$ cat src/rtl/ingress_pkg.sv
// ingress_pkg: shared state encoding and default constants for the symbol ingress front end
package ingress_pkg;
    typedef enum logic [1:0] {IDLE, QUAL, HELD, RELEASE} state_t;
    localparam int DEF_DATA_W = 8;
    localparam int DEF_SYNC_STAGES = 2;
    localparam int DEF_DEBOUNCE_CYCLES = 4;
    localparam int DEF_FIFO_DEPTH = 4;
    localparam logic [7:0] DROP_SAT = 8'd255;
endpackage

$ cat src/rtl/sync_fifo.sv
// sync_fifo: first-word-fall-through buffer whose head holds the last popped value when empty
module sync_fifo #(
    parameter int DATA_W = 8,
    parameter int DEPTH = 4
) (
    input  logic                        clk,
    input  logic                        rst,
    input  logic                        clr,
    input  logic                        push,
    input  logic                        pop,
    input  logic [DATA_W-1:0]           din,
    output logic [DATA_W-1:0]           dout,
    output logic                        valid,
    output logic                        full,
    output logic [$clog2(DEPTH):0]      level
);
    localparam int AW = $clog2(DEPTH);
    logic [DATA_W-1:0] mem [DEPTH];
    logic [AW-1:0] wr_ptr, rd_ptr;
    logic [DATA_W-1:0] hold;
    logic do_push, do_pop;
    assign valid = level != '0;
    assign full = level == (AW+1)'(DEPTH);
    assign do_pop = pop && valid;
    assign do_push = push && (!full || do_pop);
    assign dout = valid ? mem[rd_ptr] : hold;
    // storage write; contents need no reset since level gates visibility
    always_ff @(posedge clk)
        if (do_push) mem[wr_ptr] <= din;
    // pointers, occupancy and the value shown while empty
    always_ff @(posedge clk) begin
        if (rst || clr) begin
            wr_ptr <= '0;
            rd_ptr <= '0;
            level <= '0;
            hold <= '0;
        end else begin
            wr_ptr <= do_push ? wr_ptr + 1'b1 : wr_ptr;
            rd_ptr <= do_pop ? rd_ptr + 1'b1 : rd_ptr;
            hold <= do_pop ? mem[rd_ptr] : hold;
            level <= level + (AW+1)'(do_push) - (AW+1)'(do_pop);
        end
    end
endmodule

$ cat src/rtl/symbol_ingress_sampler.sv
// symbol_ingress_sampler: synchronizes and debounces pad strobes, buffering one symbol per pulse
module symbol_ingress_sampler
    import ingress_pkg::*;
#(
    parameter int DATA_W = DEF_DATA_W,
    parameter int SYNC_STAGES = DEF_SYNC_STAGES,
    parameter int DEBOUNCE_CYCLES = DEF_DEBOUNCE_CYCLES,
    parameter int FIFO_DEPTH = DEF_FIFO_DEPTH
) (
    input  logic                            wb_clk_i,
    input  logic                            wb_rst_i,
    input  logic [DATA_W-1:0]               pad_data_i,
    input  logic                            pad_strobe_i,
    input  logic                            clr_i,
    output logic                            sym_valid_o,
    output logic [DATA_W-1:0]               sym_data_o,
    input  logic                            sym_ready_i,
    output logic                            overflow_o,
    output logic [7:0]                      drop_count_o,
    output logic [$clog2(FIFO_DEPTH):0]     fifo_level_o
);
    localparam int CW = $clog2(DEBOUNCE_CYCLES + 1);
    localparam logic [CW-1:0] DB = CW'(DEBOUNCE_CYCLES);
    logic [SYNC_STAGES-1:0] st_sync;
    logic [SYNC_STAGES-1:0][DATA_W-1:0] d_sync;
    logic strobe_s;
    logic [DATA_W-1:0] data_s, cand;
    state_t state;
    logic [CW-1:0] cnt, cnt_inc;
    logic push, pop, full;
    assign strobe_s = st_sync[SYNC_STAGES-1];
    assign data_s = d_sync[SYNC_STAGES-1];
    assign cnt_inc = cnt + 1'b1;
    assign pop = sym_valid_o && sym_ready_i;
    assign push = !clr_i && strobe_s && ((state == IDLE && DEBOUNCE_CYCLES == 1) ||
                  (state == QUAL && data_s == cand && cnt_inc == DB));
    // pad synchronizers; only a full reset flushes them
    always_ff @(posedge wb_clk_i) begin
        if (wb_rst_i) begin
            st_sync <= '0;
            d_sync <= '0;
        end else begin
            st_sync <= {st_sync[SYNC_STAGES-2:0], pad_strobe_i};
            d_sync <= {d_sync[SYNC_STAGES-2:0], pad_data_i};
        end
    end
    // debounce FSM: qualify a stable high strobe, then wait for a stable low before rearming
    always_ff @(posedge wb_clk_i) begin
        if (wb_rst_i || clr_i) begin
            state <= IDLE;
            cnt <= '0;
            cand <= '0;
        end else begin
            unique case (state)
                IDLE: if (strobe_s) begin
                    state <= (DEBOUNCE_CYCLES == 1) ? HELD : QUAL;
                    cnt <= CW'(1);
                    cand <= data_s;
                end
                QUAL: if (!strobe_s) state <= IDLE;
                else if (data_s != cand) begin
                    cnt <= CW'(1);
                    cand <= data_s;
                end else begin
                    cnt <= cnt_inc;
                    state <= (cnt_inc == DB) ? HELD : QUAL;
                end
                HELD: if (!strobe_s) begin
                    state <= (DEBOUNCE_CYCLES == 1) ? IDLE : RELEASE;
                    cnt <= CW'(1);
                end
                RELEASE: if (strobe_s) state <= HELD;
                else begin
                    cnt <= cnt_inc;
                    state <= (cnt_inc >= DB) ? IDLE : RELEASE;
                end
            endcase
        end
    end
    // sticky overflow flag and saturating drop counter for pushes rejected on a full buffer
    always_ff @(posedge wb_clk_i) begin
        if (wb_rst_i || clr_i) begin
            overflow_o <= 1'b0;
            drop_count_o <= '0;
        end else if (push && full && !pop) begin
            overflow_o <= 1'b1;
            drop_count_o <= (drop_count_o == DROP_SAT) ? drop_count_o : drop_count_o + 8'd1;
        end
    end
    sync_fifo #(.DATA_W(DATA_W), .DEPTH(FIFO_DEPTH)) u_fifo (
        .clk(wb_clk_i),
        .rst(wb_rst_i),
        .clr(clr_i),
        .push(push),
        .pop(pop),
        .din(data_s),
        .dout(sym_data_o),
        .valid(sym_valid_o),
        .full(full),
        .level(fifo_level_o)
    );
endmodule

$ cat config.mk
export PLATFORM = sky130hd
export DESIGN_NAME = symbol_ingress_sampler
export DESIGN_NICKNAME = d
export VERILOG_FILES = /design/src/rtl/ingress_pkg.sv /design/src/rtl/sync_fifo.sv /design/src/rtl/symbol_ingress_sampler.sv
export SDC_FILE = /design/constraint.sdc
export NUM_CORES = 1
export LEC_CHECK = 0
export ABC_CLOCK_PERIOD_IN_PS = 7000
export CELL_PAD_IN_SITES_DETAIL_PLACEMENT = 0
export CELL_PAD_IN_SITES_GLOBAL_PLACEMENT = 1
export CORE_MARGIN = 5
export CORE_UTILIZATION = 49
export CTS_CLUSTER_SIZE = 8
export DETAILED_ROUTE_END_ITERATION = 16
export GPL_ROUTABILITY_DRIVEN = 0
export PLACE_DENSITY = 0.94
export SETUP_SLACK_MARGIN = 0.15
export SLEW_MARGIN = 20
export SYNTH_ARGS = -nofsm -noshare
export SYNTH_HDL_FRONTEND = slang
export SYNTH_SLANG_ARGS = --single-unit
$ cat constraint.sdc
create_clock -name wb_clk_i -period 7 [get_ports wb_clk_i]
set_clock_uncertainty 0.1 [all_clocks]
set_input_delay 1.75 -clock wb_clk_i [delete_from_list [all_inputs] [get_ports wb_clk_i]]
set_output_delay 1.75 -clock wb_clk_i [all_outputs]
set_load 0.01 [all_outputs]
==> flow_summary.yaml, run 1 <==
sta:
  post-route-period-util_pct: 60.16
  finalSetupViolations: 0
  fin_crit_ps: 4212
  tns_ps: 0
  maxSlewHeadroom_pct: 53.16
  fmax_mhz: 237.4
  hold_violations: 0
  drv_slew: 0
  grt_setup_unrepaired: "false"
  setup_ws_ps: 2788
  worstMarginPinSlew_ps: 701.2
grt:
  grt_remaining_overflow: 0
  grt_pass1_wl_um: 10600
  grt_max_degree: 33
  grtUsageTotal_pct: 15.22
  grt_pass1_vias: 2162
  antenna_found_initial: 0
logic_synthesis:
  synth_ff_type: "dfxtp_1"
  synth_nets: 329
  synth_edf_count: 32
  async_reset_ff_share_pct: 0
  synth.top_cell.area_share_pct: 31.39
  ys_seq_area_share_pct: 57.83
  postSynthCellCount: 306
  syn_area_um2: 3635
  syn_area_per_cell_um2: 11.88
  synth_area_leaders: "dfxtp_1 31%, edfxtp_1 26%, mux4_2 5.0%"
  synth_area_leader_cell: "dfxtp_1"
  ys_warn_count: 0
  ys_ff_latch: 89
  synth_cell_type_count: 43
floorplan:
  die-area_um2: 9240
  core_area_um2: 7253
  initial_core_util_pct: 50.11
  num_rows: 31
  die_h_um: 96.13
  die_w_um: 96.13
  io_pins: 34
min_path:
  hold_path_class: "flop to flop"
cells_and_area:
  area_delta_synth_final_pct: 15.90
  final_area_um2: 4213
  final_common_cell: "dfxtp_1"
  fin_nets: 360
  n_fill_cell: 607
  layout_common_cells: "57 x dfxtp_1, 39 x nand2_1, 33 x clkdlybuf4s50_1"
  drive_gt1_share_pct: 11.70
  fin_util_pct: 58.08
  fin_cells: 441
  antenna_cells: 0
worst_setup_path:
  crit_chain: "mux4_2, mux2_2, clkdlybuf4s50_1"
  critical_path_arrival_ps: 2360
  end_kind: "output port"
  cp_data_required_time_ps: 5150
  critPathSlowestCell: "dfxtp_1"
  path_max_fanout: 8
  cpPeakStageDelay_ps: 660
  critPathKind: "flop to output port"
  startpoint_type: "flop"
routing:
  vias: 2268
  m1WireLength_um: 2809
  first_pass_iters: 4
  drtAntennaViolNets: 0
  via_per_inst: 5.143
  drt-total-wl_um: 6070
  wl_met3_um: 292
  drc: 0
  drt_iter0_markers: 92
  routed.top_layer: "met4"
  detail_route.wl_per_cell_um: 13.76
  dr_wl_met2_um: 2829
power:
  p_sw_share_pct: 22.74
  p_leak_nw: 1.396
  power.internal_w: 0.0006840
  comb_power_share_pct: 3.1
  pwr-share-seq_pct: 61.3
  switchingPower_w: 0.0002014
  max-vdd-ir-drop_v: 0.0001028
  pwr-share-clk_pct: 35.6
  powerDensity_nw_per_um2: 210.2
clock_tree:
  ctsHoldBuffers: 0
  cts_max_level: 3
  root_buffer: "clkbuf_8"
  tritoncts: "yes"
  post_cts_buffers: 0
  cts_resized: 0
  clock_sink_count: 89
  path_clk_slew_ps: 80
  numCtsBuffers: 9
  clock_latency_ps: 360
  clockBufferDepth: 2
place:
  hpwl_um: 4313
  place_area_um2: 4036
  pre_cts_ws_ps: 2492
  numPortBuffers: 33
  dp_cells: 425
outcome:
  status: "complete, no violations"
flow_run:
  max-cap-violations: 0
## logic make-up after synthesis
| logic type | count (synthesis) | share of synthesized area (%) |
|---|---|---|
| AOI/OAI and AO/OA | 41 | 6.851 |
| xor gates and xnor gates | 12 | 2.892 |
| adders and majority gates | 10 | 3.649 |
| buffers and inverters | 20 | 2.169 |
| DFF | 89 | 57.83 |
| muxes | 22 | 9.088 |
| and+or+nand+nor | 112 | 17.52 |
## critical path, delay by kind of cell, from the launching register on
kind / cells / cell delay (ps)
DFF: 1 / 660
buffers and inverters: 1 / 470
muxes: 2 / 880
## synthesized netlist by cell type (2+ instances only)
library cell  count
dfxtp_1          57
nand2_1          39
edfxtp_1         32
a21oi_1          23
nor2b_1          20
nor2_1           13
clkbuf_1         10
xor2_1           10
ha_1              9
mux2_2            8
mux4_2            8
inv_1             7
mux2i_1           6
and2_1            5
nand3_1           5
nand4_1           5
o31ai_1           5
or3_1             4
or4_1             4
and3_1            3
buf_2             3
nand2b_1          3
o21ai_0           3
nor4_4            2
o21a_1            2
or2_2             2
xnor2_1           2
## path summary, 6_finish.rpt
check	start	slack, ps	to	depth (start not counted)
setup / recovery	flop	2790	sym_data_o[5]	3
hold / removal	d_sync[7]	340	data_s[7]	1
setup reg to reg	data_s[3]	3920	u_fifo.level[2]	10
hold reg to reg	d_sync[7]	340	data_s[7]	1
## power by group through the flow
stage | clock network [W] | logic [W] | registers, W
6_report | 0.000315 | 0.0000274 | 0.000543
5_1_grt | 0.000343 | 0.0000308 | 0.000544
4_1_cts | 0.000325 | 0.0000279 | 0.000543
3_5_place_dp | 0 | 0.0000278 | 0.000555
3_3_place_gp | 0 | 0.0000276 | 0.000555
2_1_floorplan | 0 | 0.0000177 | 0.000554
## per-stage QoR
step / hold slack [ps] / power, W
final: 338.2 / 0.0008853
after global routing: 348.8 / 0.0009179
after CTS: 340.0 / 0.0008958
after detailed placement: 320.4 / 0.0005830
after global placement: 319.2 / 0.0005824
after floorplan: 313.8 / 0.0005713
## per-layer routing
layer | global-route usage [%] | up-vias
met3 | 3.127 | 12
met1 | 20.29 | 1043
met4 | 8.649 | 0
met2 | 23.00 | 64
met5 | 0 | -
li1 | - | 1149
## final cells by class
type | count | area (um2) | area share [%]
repair buffers | 33 | 330.3 | 7.841
inverters | 7 | 26.28 | 0.6237
clock buffers | 10 | 127.6 | 3.029
multi-input cells | 197 | 1454 | 34.51
well taps | 99 | 123.9 | 2.940
clock inverters | 6 | 48.80 | 1.158
flip-flops and latches | 89 | 2102 | 49.90
## state kept, by name, summed over array words and instances (netlist names), named ones only
register / cells
u_fifo.wr_ptr: 2
u_fifo.level: 3
cnt: 3
u_fifo.hold: 8
st_sync: 2
data_s: 8
u_fifo.rd_ptr: 2
d_sync: 8
cand: 8
state: 2
overflow_o: 1
u_fifo.mem: 32
drop_count_o: 8
(Power assumes the default switching activity.)
==> run 2, diff against run 1 <==
--- a/config.mk
+++ b/config.mk
@@ -5,15 +5,15 @@
 export SDC_FILE = /design/constraint.sdc
 export NUM_CORES = 1
 export LEC_CHECK = 0
-export ABC_CLOCK_PERIOD_IN_PS = 7000
+export ABC_CLOCK_PERIOD_IN_PS = 4200
 export CELL_PAD_IN_SITES_DETAIL_PLACEMENT = 0
 export CELL_PAD_IN_SITES_GLOBAL_PLACEMENT = 1
 export CORE_MARGIN = 5
-export CORE_UTILIZATION = 49
+export CORE_UTILIZATION = 46
 export CTS_CLUSTER_SIZE = 8
 export DETAILED_ROUTE_END_ITERATION = 16
 export GPL_ROUTABILITY_DRIVEN = 0
-export PLACE_DENSITY = 0.94
+export PLACE_DENSITY = 0.9
 export SETUP_SLACK_MARGIN = 0.15
 export SLEW_MARGIN = 20
 export SYNTH_ARGS = -nofsm -noshare
==> constraint.sdc (replaced) <==
create_clock -name wb_clk_i -period 4.2 [get_ports wb_clk_i]
set_clock_uncertainty 0.1 [all_clocks]
set_input_delay 1.05 -clock wb_clk_i [delete_from_list [all_inputs] [get_ports wb_clk_i]]
set_output_delay 1.05 -clock wb_clk_i [all_outputs]
set_load 0.01 [all_outputs]
==> flow_summary.yaml, run 2 (same netlist as run 1, synthesis figures left out) <==
outcome:
  status: "complete, no violations"
power:
  comb_power_share_pct: 3.1
  pwr-share-clk_pct: 37.5
  max-vdd-ir-drop_v: 0.0001638
  power.internal_w: 0.001193
  powerDensity_nw_per_um2: 358.6
  pwr-share-seq_pct: 59.4
  switchingPower_w: 0.0003309
  p_leak_nw: 1.416
  p_sw_share_pct: 21.71
clock_tree:
  path_clk_slew_ps: 90
  root_buffer: "clkbuf_8"
  ctsHoldBuffers: 0
  clockBufferDepth: 2
  clock_latency_ps: 350
  cts_max_level: 3
  cts_resized: 0
  post_cts_buffers: 0
  clock_sink_count: 89
  numCtsBuffers: 9
  tritoncts: "yes"
grt:
  antenna_found_initial: 0
  grtUsageTotal_pct: 14.00
  grt_max_degree: 33
  grt_remaining_overflow: 0
  grt_pass1_vias: 2173
  grt_pass1_wl_um: 10800
cells_and_area:
  regArea_um2: 2102
  antenna_cells: 0
  drive_gt1_share_pct: 12.21
  multi_input_area_um2: 1454
  top_register: "u_fifo.mem"
  fin_nets: 362
  area_delta_synth_final_pct: 16.90
  layout_common_cells: "57 x dfxtp_1, 39 x nand2_1, 33 x clkdlybuf4s50_1"
  largest_reg_flops: 32
  n_fill_cell: 649
  final_common_cell: "dfxtp_1"
  final_area_um2: 4249
  fin_cells: 446
floorplan:
  num_rows: 32
  die-area_um2: 9779
  die_h_um: 98.89
  initial_core_util_pct: 47.04
  die_w_um: 98.89
  core_area_um2: 7727
  io_pins: 34
min_path:
  hp-start: "d_sync[7]"
  hold_end: "data_s[7]"
  hold_path_class: "flop to flop"
  holdPathStages: 1
worst_setup_path:
  critical_path_arrival_ps: 2380
  r2r-start: "u_fifo.level[1]"
  path_max_fanout: 8
  end_kind: "output port"
  crit-reg2reg-capture: "u_fifo.level[2]"
  crit_chain: "mux4_2, mux2_2, clkdlybuf4s50_1"
  startpoint_type: "flop"
  critPathKind: "flop to output port"
  cp_data_required_time_ps: 3050
  cpPeakStageDelay_ps: 660
  r2r_cells: 11
  rrSetupSlack_ps: 1180
  critPathSlowestCell: "dfxtp_1"
flow_run:
  max-cap-violations: 0
sta:
  post-route-period-util_pct: 84.11
  fin_crit_ps: 3533
  setup_ws_ps: 667.3
  tns_ps: 0
  holdWs_ps: 341.4
  grt_setup_unrepaired: "false"
  maxSlewHeadroom_pct: 53.19
  hold_violations: 0
  drv_slew: 0
  finalSetupViolations: 0
  worstMarginPinSlew_ps: 700.7
  fmax_mhz: 283.1
place:
  dp_cells: 430
  pre_cts_ws_ps: 568.2
  hpwl_um: 4654
  numPortBuffers: 33
  place_area_um2: 4055
routing:
  detail_route.wl_per_cell_um: 14.35
  drt-total-wl_um: 6398
  first_pass_iters: 4
  drc: 0
  drt_iter0_markers: 85
  drtAntennaViolNets: 0
  vias: 2277
  via_per_inst: 5.105
==> run 2: cell types whose count changed in the layout (fill, tap and decap cells not counted), sizes merged <==
cell / change
clkbuf: -1
inv: -2
buf: +2
clkinv: +2
bufinv: +1
==> run 2: critical path, delay by kind of cell, from the launching register on <==
| kind | cells | cell delay (ps) |
|---|---|---|
| multiplexers | 2 | 890 |
| flip-flops | 1 | 660 |
| buffers and inverters | 1 | 470 |
==> run 2: area by class of cell <==
type,count,area share (%)
tap,102,3.004
inverter,7,0.6184
clock inverter,7,1.649
sequential,89,49.47
clock buffer,9,2.915
timing repair buffer,35,8.127
multi-input combinational,197,34.22
==> run 2: through the flow <==
step            power, W  util [%]
2_1_floorplan  0.0009521         -
3_3_place_gp   0.0009715     52.48
3_5_place_dp   0.0009726     52.48
4_1_cts         0.001540     54.99
5_1_grt         0.001591     54.99
6_report        0.001524     54.99
==> run 2: how the worst max path moves through the flow <==
stage | endpoint | slack (ps) | cells after the start
after CTS | sym_data_o[1] | 600 | 3
after floorplan | u_fifo.level[2] | 1210 | 9
final | sym_data_o[4] | 670 | 3
after global routing | sym_data_o[7] | 510 | 3
after detailed placement | u_fifo.level[2] | 570 | 11
after global placement | u_fifo.level[2] | 630 | 11
==> run 2: power groups by stage <==
stage | combinational (W) | clock, W | sequential (W)
2_1_floorplan | 0.0000296 | 0 | 0.000923
3_3_place_gp | 0.0000468 | 0 | 0.000925
3_5_place_dp | 0.0000472 | 0 | 0.000925
4_1_cts | 0.0000474 | 0.000587 | 0.000905
5_1_grt | 0.0000519 | 0.000632 | 0.000907
6_report | 0.0000469 | 0.000572 | 0.000905
==> run 2: metal layers <==
metal / wire length (um) / vias to the layer above / global-route usage, %
li1: - / 1158 / -
met1: 3004 / 1068 / 18.54
met2: 3047 / 38 / 21.95
met3: 197 / 13 / 2.689
met4: 148 / 0 / 6.933
met5: 0 / - / 0
